File: config.mk
export PLATFORM = sky130hd
export DESIGN_NAME = intr_controller
export DESIGN_NICKNAME = d
export VERILOG_FILES = /design/src/rtl/intr_pkg.sv /design/src/rtl/edge_rise.sv /design/src/rtl/intr_controller.sv
export SDC_FILE = /design/constraint.sdc
export NUM_CORES = 1
export LEC_CHECK = 0
export CAP_MARGIN = 20
export CORE_UTILIZATION = 40
export CTS_CLUSTER_SIZE = 30
export DETAILED_ROUTE_END_ITERATION = 12
export DONT_BUFFER_PORTS = 1
export PLACE_DENSITY_LB_ADDON = 0.12
export SLEW_MARGIN = 20
export SYNTH_ARGS = -nofsm -noshare
export SYNTH_HDL_FRONTEND = slang
export SYNTH_HIERARCHICAL = 1
export SYNTH_SLANG_ARGS = --single-unit
File: constraint.sdc
create_clock -name clk -period 1.8 [get_ports clk]
set_input_delay 0 -clock clk [delete_from_list [all_inputs] [get_ports clk]]
set_output_delay 0 -clock clk [all_outputs]
set_load 0.005 [all_outputs]
File: src/rtl/intr_pkg.sv
// Shared types and defaults for the button interrupt controller.
// State encoding 3 is unused and treated as a fault by the FSM.
package intr_pkg;

    typedef enum logic [1:0] {
        IDLE    = 2'd0,
        PEND    = 2'd1,
        SERVICE = 2'd2
    } intr_state_t;

    localparam int CNT_W_DEFAULT = 8;

endpackage

File: src/rtl/edge_rise.sv
// Registered rising-edge detector; the history register resets to RST_VAL so a
// line already high at reset release can be masked.
module edge_rise #(
    parameter logic RST_VAL = 1'b1
) (
    input  logic clk,
    input  logic rst_n,
    input  logic d,
    output logic rise
);

    logic prev_reg;

    always_ff @(posedge clk or negedge rst_n) begin
        if (!rst_n) begin
            prev_reg <= RST_VAL;
        end else begin
            prev_reg <= d;
        end
    end

    assign rise = d & ~prev_reg;

endmodule

File: src/rtl/intr_controller.sv
// CPU-side receiver for the debounced button interrupt: latches one pending
// request, tracks the ack/mret trap handshake and counts edges it had to drop.
module intr_controller
    import intr_pkg::*;
#(
    parameter int CNT_W = CNT_W_DEFAULT
) (
    input  logic             clk,
    input  logic             rst_n,
    input  logic             intr_in,
    input  logic             mie,
    input  logic             cpu_ack,
    input  logic             mret,
    input  logic             clr_missed,
    output logic             cpu_intr,
    output logic             pending,
    output logic             in_service,
    output logic [CNT_W-1:0] missed_cnt,
    output logic             proto_err
);

    localparam logic [CNT_W-1:0] CNT_MAX = '1;

    intr_state_t      state_reg, state_next;
    logic             repend_reg, repend_next;
    logic [CNT_W-1:0] missed_reg, missed_next;
    logic             proto_err_reg, proto_err_next;
    logic             rise;
    logic             miss_inc;

    edge_rise #(
        .RST_VAL(1'b1)
    ) u_edge (
        .clk  (clk),
        .rst_n(rst_n),
        .d    (intr_in),
        .rise (rise)
    );

    always_ff @(posedge clk or negedge rst_n) begin
        if (!rst_n) begin
            state_reg     <= IDLE;
            repend_reg    <= 1'b0;
            missed_reg    <= '0;
            proto_err_reg <= 1'b0;
        end else begin
            state_reg     <= state_next;
            repend_reg    <= repend_next;
            missed_reg    <= missed_next;
            proto_err_reg <= proto_err_next;
        end
    end

    always_comb begin
        state_next     = state_reg;
        repend_next    = repend_reg;
        proto_err_next = proto_err_reg;
        miss_inc       = 1'b0;

        case (state_reg)
            IDLE: begin
                if (rise) begin
                    state_next = PEND;
                end
                if (cpu_ack || mret) begin
                    proto_err_next = 1'b1;
                end
            end

            PEND: begin
                // An ack is only legal while the request is actually visible.
                if (cpu_ack && mie) begin
                    state_next  = SERVICE;
                    repend_next = rise;
                end else if (rise) begin
                    miss_inc = 1'b1;
                end
                if ((cpu_ack && !mie) || mret) begin
                    proto_err_next = 1'b1;
                end
            end

            SERVICE: begin
                if (rise) begin
                    if (repend_reg) begin
                        miss_inc = 1'b1;
                    end else begin
                        repend_next = 1'b1;
                    end
                end
                if (mret) begin
                    state_next  = (repend_reg || rise) ? PEND : IDLE;
                    repend_next = 1'b0;
                end
                if (cpu_ack) begin
                    proto_err_next = 1'b1;
                end
            end

            default: begin
                state_next     = IDLE;
                repend_next    = 1'b0;
                proto_err_next = 1'b1;
            end
        endcase

        if (clr_missed) begin
            missed_next = '0;
        end else if (miss_inc && (missed_reg != CNT_MAX)) begin
            missed_next = missed_reg + 1'b1;
        end else begin
            missed_next = missed_reg;
        end
    end

    always_comb begin
        pending    = (state_reg == PEND);
        in_service = (state_reg == SERVICE);
        cpu_intr   = pending & mie;
    end

    assign missed_cnt = missed_reg;
    assign proto_err  = proto_err_reg;

endmodule

Word level (Yosys, flattened, before mapping)
Cells that the tools add are included.

cells by class
  reductions and logical operators = 12
  add/sub/neg operators = 1
  bitwise operators = 4
  muxes and demuxes = 20
  eq/ne operators = 10

operator list
  operator             number
  $mux 8               2
  $mux 1               11
  $reduce_and 3->1     3
  $add 8x1->8 const B  1
  $ne 2x2->1 const B   4
  $ne 8x8->1 const B   1
  $mux 2               3
  $pmux 1 s3           2
  $pmux 2 s3           1
  $ne 2x1->1 const B   2
  $logic_and 1x1->1    3
  $logic_or 1x1->1     3
  $ne 3x2->1 const B   1
  $and 1x1->1          2
  $eq 2x1->1 const B   1
  $eq 2x2->1 const B   1
  $logic_not 2->1      1
  $not 1->1            2
  $pmux 1 s2           1
  $reduce_bool 2->1    1
  $logic_not 1->1      1

storage, ports and cells
  flip-flop bits (word level) = 13
  bits of input ports = 7

Depth between registers and ports, before layout
Gate-level depths: netlist of the first run.

  depth in word-level cells = 8
  depth in mapped cells = 7
  gate-level depth less buffers = 6

Cells and area by module
Netlist of the first run, hierarchy kept.

modules (own cells, without submodules)
  module           cells an instance  area an instance (µm²)  times used  seq. area each (µm²)
  intr_controller  82                 780.7                   1           300.3
  edge_rise        2                  40.0                    1           26.3

Worst setup path before layout of the first run
Ideal clock, no wire load.

  kind = register to register
  from = reg state_reg[1]
  to = reg missed_reg[5], in the netlist missed_cnt[5]
  clock period less this slack = 1.794 ns
  arrival time = 1.669 ns
  required time = 1.675 ns
  slack = 0.006 ns
  stages on the path, launching flop included = 7
  buffers on the path = 0
  cell sequence = dfrtp_1 inv_1 ha_1 a21boi_4 o211ai_4 nor4_1 mux2_2

between the ends
  word-level cells in the longest chain between the ends = 4

RTL lines
  item                                RTL line                source
  from (decl)                         intr_controller.sv:24   intr_state_t state_reg, state_next;
  from (signal assigned)              intr_controller.sv:47   state_reg <= state_next;
  $eq 2x1->1                          n/a
  net pending                         intr_controller.sv:16   output logic pending,
  $pmux 1 s2                          intr_controller.sv:60   case (state_reg)
  $logic_and 1x1->1                   intr_controller.sv:109  end else if (miss_inc && (missed_reg != CNT_MAX)) begin
  $reduce_bool 2->1 (no source line)  n/a
  to (signal assigned)                intr_controller.sv:49   missed_reg <= missed_next;
  to (decl)                           intr_controller.sv:26   logic [CNT_W-1:0] missed_reg, missed_next;

The timed path passes the listed nets, and every way through them passes these cells.
A chain may end at the register's enable or synchronous reset.

Worst setup path after layout of the first run
  from = reg state_reg[1]
  to = reg missed_reg[3], in the netlist missed_cnt[3]

between the ends
  word-level cells in the longest chain between the ends = 4

RTL lines
  item                                             RTL line
  $eq 2x2->1 / $eq 2x1->1 (equally long branches)  intr_controller.sv:60
  $pmux 1 s2 (*)                                   intr_controller.sv:60
  $logic_and 1x1->1 (*)                            intr_controller.sv:109
  $reduce_bool 2->1 (no source line) (*)           n/a

Mark *: on every way between the ends. The rest lies on a longest branch, timed or not.

==> summary.md, run 1 <==
Synth
* **number of synthesis warnings** 6
* **Compound-Gate Fraction of Synth Area** 0.215
* **sequential area share after synthesis** 0.398
* **main combinational cell family by area after synthesis** compound AO/OA/AOI/OAI gates
* **Unique masters post-synth** 33
* **synthesized area** 821 um2
* **xor/xnor cell area share of the yosys netlist** 0
* **Synth Register Bits** 13
* **mean instance size in the synthesized netlist** 9.77 um2
* **total nets after synthesis** 96
* **synthesized instance count** 84
* **Post-Synth Adder-Cell Area** 0.0762
* **post-synthesis mux area share** 0.0534
* **share of synthesized cell area in and, or, nand and nor gates** 0.212

Timing
* **Min Hold Slack** 0.00950 ns
* **final worst-path cycle share** 0.965
* **setup_tns** 0 ns
* **number of endpoints failing setup at the final stage** 0
* **shortest clock period the worst path allows after layout** 1.74 ns
* **final hold violations** 0
* **worst slew margin relative to its limit** 0.604
* **max-slew violation total from the final report** 0
* **Max Fclk** 576 MHz
* **worst clock skew** 0.00217 ns
* **slew at the pin with the worst max-slew slack** 0.593 ns
* **RSZ-0062 raised after global routing** true

Drt
* **starting DRC count in detailed routing** 13
* **routed length per placed instance** 13.5 um
* **aggregate routed wire length** 1700 um
* **detailed-routing iteration count for the pre-antenna-repair pass** 4
* **number of routed nets with antenna violations** 0
* **via count** 659
* **DRC violations left** 0
* **via density per instance** 5.23

Layout
* **number of fill cells in the layout** 199
* **Synth-to-Final Area Change** 25.0%
* **Multi-input gate area** 495 um2
* **leading cell type in the layout, fill and taps excluded** sky130_fd_sc_hd__dfrtp_1
* **Finished Core Util** 0.528
* **post-route design area** 1030 um2
* **top library cells by usage in the layout, fill and taps aside** sky130_fd_sc_hd__dfrtp_1, sky130_fd_sc_hd__inv_1, sky130_fd_sc_hd__nand2_1, sky130_fd_sc_hd__buf_4
* **flip-flop count of the largest register after layout** 8
* **area of all sequential standard cells** 327 um2
* **fraction of final layout cells with drive strength greater than 1** 0.293
* **number of nets in the final layout** 112
* **number of antenna repair diodes** 0

Floorplanning
* **Core Box Area** 1940 um2
* **initial core utilization** 0.423
* **row count** 16
* **IO Count** 19
* **width of the chip** 47.3 um
* **Die Outline Area** 2240 um2
* **y dimension of the die** 47.3 um

Outcome
* **run status** completed

Pwr
* **largest vdd supply drop** 0.513 mV
* **Power, Total** 988 uW
* **cell area power density** 963 nW/um2
* **standby leakage power** 0.000427 uW

GRT
* **number of antenna violations at the first check in global routing** 0
* **via count of the first global-routing pass** 629
* **largest net degree at the start of global routing** 14
* **global-route usage over all layers** 0.165
* **total congestion overflow after global routing** 0
* **global-route wire length before repair** 2580 um

Clocking
* **Max Buffers Root-to-Sink** 2
* **number of H-tree levels** 1
* **source-to-sink clock delay at the later pin of the worst-skew pair** 0.27 ns
* **CTS Root Cell** sky130_fd_sc_hd__clkbuf_4
* **number of buffers added by the clock tree synthesis step** 3
* **# Post-CTS Setup Buffers** 0
* **clock-pin transition on the worst setup and hold timing paths** 0.07 ns
* **clock tree from TritonCTS** yes
* **clock sink count** 13

Critical path
* **required time worst endpoint** 2.00 ns
* **Setup Crit Path Kind** reg2reg
* **Arr. time, crit path** 1.94 ns
* **category of the worst setup path capture point** register
* **Setup crit start kind** register
* **Worst Path Max Fanout** 7

Place
* **area post-placement** 903 um2
* **port buffer count** 0
* **HPWL after detailed placement** 1270 um
* **gp weighted congestion** 0.787

Flow run
* **MaxCap Viol Count** 0

Min path
* **worst hold path class** in2reg

## cell families (layout without fill, tap and decap cells)
family | count (synthesis) | in the layout
compound gates | 24 | 24
fa+ha+maj | 5 | 5
buf+inv | 9 | 24
flops | 13 | 13
mux | 4 | 4
simple gates | 29 | 29
## synthesized netlist by cell type
master                     number  area, um2
sky130_fd_sc_hd__dfrtp_1       12        300
sky130_fd_sc_hd__a21oi_1        7       35.0
sky130_fd_sc_hd__inv_1          7       26.3
sky130_fd_sc_hd__nand2_1        6       22.5
sky130_fd_sc_hd__o21ai_0        6       30.0
sky130_fd_sc_hd__ha_1           5       62.6
sky130_fd_sc_hd__nor2_1         5       18.8
sky130_fd_sc_hd__and2_1         3       18.8
sky130_fd_sc_hd__mux2_2         3       33.8
sky130_fd_sc_hd__o31ai_1        3       22.5
sky130_fd_sc_hd__or3_1          3       18.8
sky130_fd_sc_hd__nor2b_1        2       12.5
sky130_fd_sc_hd__or4_1          2       15.0
sky130_fd_sc_hd__a21boi_0       1       7.51
sky130_fd_sc_hd__a21boi_4       1       18.8
sky130_fd_sc_hd__buf_4          1       7.51
sky130_fd_sc_hd__clkbuf_1       1       3.75
sky130_fd_sc_hd__dfstp_2        1       26.3
sky130_fd_sc_hd__mux2i_1        1       10.0
sky130_fd_sc_hd__nand2b_1       1       6.26
sky130_fd_sc_hd__nand3_1        1       5.00
sky130_fd_sc_hd__nand4_1        1       6.26
sky130_fd_sc_hd__nand4_2        1       12.5
sky130_fd_sc_hd__nor2b_4        1       13.8
sky130_fd_sc_hd__nor3_1         1       5.00
sky130_fd_sc_hd__nor3b_2        1       12.5
sky130_fd_sc_hd__nor4_1         1       6.26
sky130_fd_sc_hd__o211ai_1       1       7.51
sky130_fd_sc_hd__o211ai_4       1       21.3
sky130_fd_sc_hd__o21bai_1       1       7.51
sky130_fd_sc_hd__o22a_1         1       8.76
sky130_fd_sc_hd__o311ai_0       1       8.76
sky130_fd_sc_hd__o41ai_1        1       8.76
## repair_timing
action,in CTS,in global routing
hold buffers,5,0
endpoints found under the hold margin,23,0
gates resized for setup,1,13
gates cloned,0,0
pin swaps,0,6
setup endpoints to repair,1,8
## power by group
group,switching [uW],internal [uW]
clock,86.7,85.8
sequential,28.1,331
combinational,227,230
## metal layers
| layer | part of all wire | routed length, um | up-vias | GRT usage |
|---|---|---|---|---|
| li1 | - | - | 332 | - |
| met1 | 0.45 | 757 | 308 | 0.201 |
| met2 | 0.50 | 844 | 16 | 0.290 |
| met3 | 0.046 | 79 | 3 | 0.0308 |
| met4 | 0.012 | 20 | 0 | 0.0514 |
| met5 | 0 | 0 | - | 0 |
## critical path: stages (launching register included)
cell,delay (ns)
sky130_fd_sc_hd__dfrtp_1,0.39
sky130_fd_sc_hd__inv_2,0.06
sky130_fd_sc_hd__ha_2,0.18
sky130_fd_sc_hd__a21boi_4,0.23
sky130_fd_sc_hd__o211ai_4,0.14
sky130_fd_sc_hd__or4_1,0.54
sky130_fd_sc_hd__a21oi_2,0.13
## path summary, 6_finish.rpt
| check | slack, ns | startpoint | to | depth (start not counted) |
|---|---|---|---|---|
| max | 0.06 | state_reg[1]$_DFFE_PN0P_ | missed_cnt[3]$_DFFE_PN0P_ | 6 |
| min | 0.009 | mie | state_reg[1]$_DFFE_PN0P_ | 3 |
| max reg2reg | 0.06 | state_reg[1]$_DFFE_PN0P_ | missed_cnt[3]$_DFFE_PN0P_ | 6 |
| min reg2reg | 0.54 | repend_reg$_DFFE_PN0P_ | repend_reg$_DFFE_PN0P_ | 1 |
| max in group asynchronous | 1.25 | rst_n | missed_cnt[3]$_DFFE_PN0P_ | 1 |
| min in group asynchronous | 0.17 | rst_n | repend_reg$_DFFE_PN0P_ | 1 |
## cell type report
type / instances / share of cell area
inverter: 7 / 0.0256
timing repair buffer: 13 / 0.115
clock buffer: 4 / 0.0256
tap: 27 / 0.0329
multi-input combinational: 62 / 0.483
sequential: 13 / 0.318
## through the flow
step,instances,worst slack (ns)
2_1_floorplan,84,0.00621
3_3_place_gp,117,0.0523
3_5_place_dp,117,0.0184
4_1_cts,126,0.00387
5_1_grt,126,-0.0315
6_report,126,0.0631
Power figures use the tool's default switching activity.
==> run 2: changes to the inputs <==
- CELL_PAD_IN_SITES_DETAIL_PLACEMENT: unset -> 1
- CELL_PAD_IN_SITES_GLOBAL_PLACEMENT: unset -> 1
- clock period: 1.8 -> 1.94 ns (I/O delays scaled with it)
==> run 2 against run 1 <==
  * Routed wire length up 11%
  * Global-route usage is 2.7 points higher
  * Total power down 11%
  * Non-clock buffer count fell by 3
  * Combinational power fell by 18%
  * Die area is the same
  * Highest routed layer unchanged
==> summary.md, run 2 (synthesis gave the netlist of run 1 again) <==
GRT
* **global-route usage over all layers** 0.192, +0.0273
* **via count of the first global-routing pass** 679, +7.9%
* **total congestion overflow after global routing** 0, unchanged
* **number of antenna violations at the first check in global routing** 0, unchanged
* **global-route wire length before repair** 2970 um, +15%
* **largest net degree at the start of global routing** 14, unchanged

Timing
* **Max Fclk** 553 MHz, -3.9%
* **setup_tns** 0 ns, unchanged
* **Min Hold Slack** 0.0161 ns, +0.00658 ns
* **RSZ-0062 raised after global routing** false
* **shortest clock period the worst path allows after layout** 1.81 ns, +0.0700 ns
* **final worst-path cycle share** 0.931, -0.0335
* **final hold violations** 0, unchanged
* **number of endpoints failing setup at the final stage** 0, unchanged
* **worst slew margin relative to its limit** 0.608, +0.00401
* **slew at the pin with the worst max-slew slack** 0.587 ns, -0.00599 ns
* **worst clock skew** 0.00779 ns, +0.00562 ns
* **max-slew violation total from the final report** 0, unchanged

Floorplanning
* **row count** 16, unchanged
* **width of the chip** 47.3 um, unchanged
* **IO Count** 19, unchanged
* **initial core utilization** 0.423, unchanged
* **y dimension of the die** 47.3 um, unchanged
* **Core Box Area** 1940 um2, unchanged
* **Die Outline Area** 2240 um2, unchanged

Critical path
* **category of the worst setup path capture point** register
* **Setup Crit Path Kind** reg2reg
* **startpoint of the lowest-slack register-to-register path** state_reg[1]$_DFFE_PN0P_
* **Worst Path Max Fanout** 8, +1
* **required time worst endpoint** 2.10 ns, +0.10 ns
* **Setup crit start kind** register
* **worst setup slack for register-to-register paths** 0.13 ns, +0.07 ns
* **logic depth of the worst register-to-register path** 6, unchanged
* **capturing point of the worst reg2reg path** missed_cnt[5]$_DFFE_PN0P_
* **Arr. time, crit path** 1.97 ns, +0.03 ns

Layout
* **Finished Core Util** 0.501, -0.0271
* **Synth-to-Final Area Change** 18.6%
* **flip-flop count of the largest register after layout** 8, unchanged
* **number of fill cells in the layout** 234, +18%
* **number of antenna repair diodes** 0, unchanged
* **leading cell type in the layout, fill and taps excluded** sky130_fd_sc_hd__dfrtp_1
* **number of nets in the final layout** 109, -2.7%
* **fraction of final layout cells with drive strength greater than 1** 0.198, -0.0950
* **top library cells by usage in the layout, fill and taps aside** sky130_fd_sc_hd__dfrtp_1, sky130_fd_sc_hd__inv_1, sky130_fd_sc_hd__o21ai_0, sky130_fd_sc_hd__a21oi_1, sky130_fd_sc_hd__nand2_1

Place
* **HPWL after detailed placement** 1440 um, +13%
* **port buffer count** 0, unchanged
* **gp weighted congestion** 0.795, +1.0%

Clocking
* **CTS Root Cell** sky130_fd_sc_hd__clkbuf_4
* **number of H-tree levels** 1, unchanged
* **clock tree from TritonCTS** yes
* **number of buffers added by the clock tree synthesis step** 3, unchanged
* **clock-pin transition on the worst setup and hold timing paths** 0.08 ns, about the same
* **Max Buffers Root-to-Sink** 2, unchanged
* **source-to-sink clock delay at the later pin of the worst-skew pair** 0.27 ns, about the same
* **clock sink count** 13, unchanged

Drt
* **number of routed nets with antenna violations** 0, unchanged
* **aggregate routed wire length** 1880 um, +11%
* **DRC violations left** 0, unchanged
* **starting DRC count in detailed routing** 4, -9
* **via density per instance** 5.51, +5.4%
* **via count** 678, +2.9%
* **detailed-routing iteration count for the pre-antenna-repair pass** 4, unchanged
* **routed length per placed instance** 15.3 um, +13%

Pwr
* **cell area power density** 902 nW/um2, -6.4%
* **standby leakage power** 0.000427 uW, about the same
* **largest vdd supply drop** 0.542 mV, +5.6%

Min path
* **beginning of the worst hold path** mie
* **worst hold path endpoint** state_reg[1]$_DFFE_PN0P_
* **worst hold path class** in2reg
* **depth of the worst hold-timing path** 3, unchanged

Flow run
* **MaxCap Viol Count** 0, unchanged

Outcome
* **run status** completed

-- run 2: cell type report --
cell class                 count  area (um2)  area share
sequential                    13         327       0.335
multi-input combinational     62         473       0.486
timing repair buffer          10        87.6      0.0900
tap                           27        33.8      0.0347
inverter                       7        26.3      0.0270
clock buffer                   4        26.3      0.0270
-- run 2: through the flow --
stage / setup slack (ns) / instances / total power [uW] / instance area (um2)
global placement: 0.156 / 114 / 699 / 881
floorplan: 0.146 / 84 / 613 / 821
global route: 0.00367 / 123 / 957 / 973
CTS: 0.0699 / 123 / 890 / 957
finish: 0.133 / 123 / 878 / 973
detailed placement: 0.0994 / 114 / 707 / 881
-- run 2: timing repair --
| action | 4_1_cts | 5_1_grt |
|---|---|---|
| endpoints found under the setup margin | 0 | 1 |
| hold buffers | 5 | 0 |
| resized for setup | 0 | 3 |
| hold endpoints to repair | 23 | 0 |
| buffers inserted | 0 | 0 |
-- run 2: worst max-delay path, cell delays in order, from the launching register on --
cell and delay [ns]:
sky130_fd_sc_hd__dfrtp_1 0.42, sky130_fd_sc_hd__inv_1 0.09, sky130_fd_sc_hd__ha_1 0.16, sky130_fd_sc_hd__a21boi_4 0.22, sky130_fd_sc_hd__o211ai_4 0.15, sky130_fd_sc_hd__nor4_2 0.30, sky130_fd_sc_hd__mux2_2 0.36
-- run 2: metal layers --
layer	routed length, um	up-vias	track usage
li1	-	326	-
met3	99	2	0.0500
met2	825	22	0.279
met5	0	-	0
met4	12	0	0.0343
met1	946	328	0.288
-- run 2: worst max-delay path by stage --
stage	from	end	slack (ns)	cells after the start
2_1_floorplan	state_reg[1]$_DFFE_PN0P_	missed_cnt[5]$_DFFE_PN0P_	0.15	6
3_3_place_gp	state_reg[1]$_DFFE_PN0P_	missed_cnt[5]$_DFFE_PN0P_	0.16	6
3_5_place_dp	state_reg[1]$_DFFE_PN0P_	missed_cnt[5]$_DFFE_PN0P_	0.1	6
4_1_cts	state_reg[1]$_DFFE_PN0P_	missed_cnt[5]$_DFFE_PN0P_	0.07	6
5_1_grt	state_reg[1]$_DFFE_PN0P_	missed_cnt[5]$_DFFE_PN0P_	0.004	6
6_report	state_reg[1]$_DFFE_PN0P_	missed_cnt[5]$_DFFE_PN0P_	0.13	6
-- run 2: where the power goes --
group / switching, uW / internal, uW
Clock: 85.9 / 79.5
Combinational: 195 / 181
Sequential: 28.9 / 307
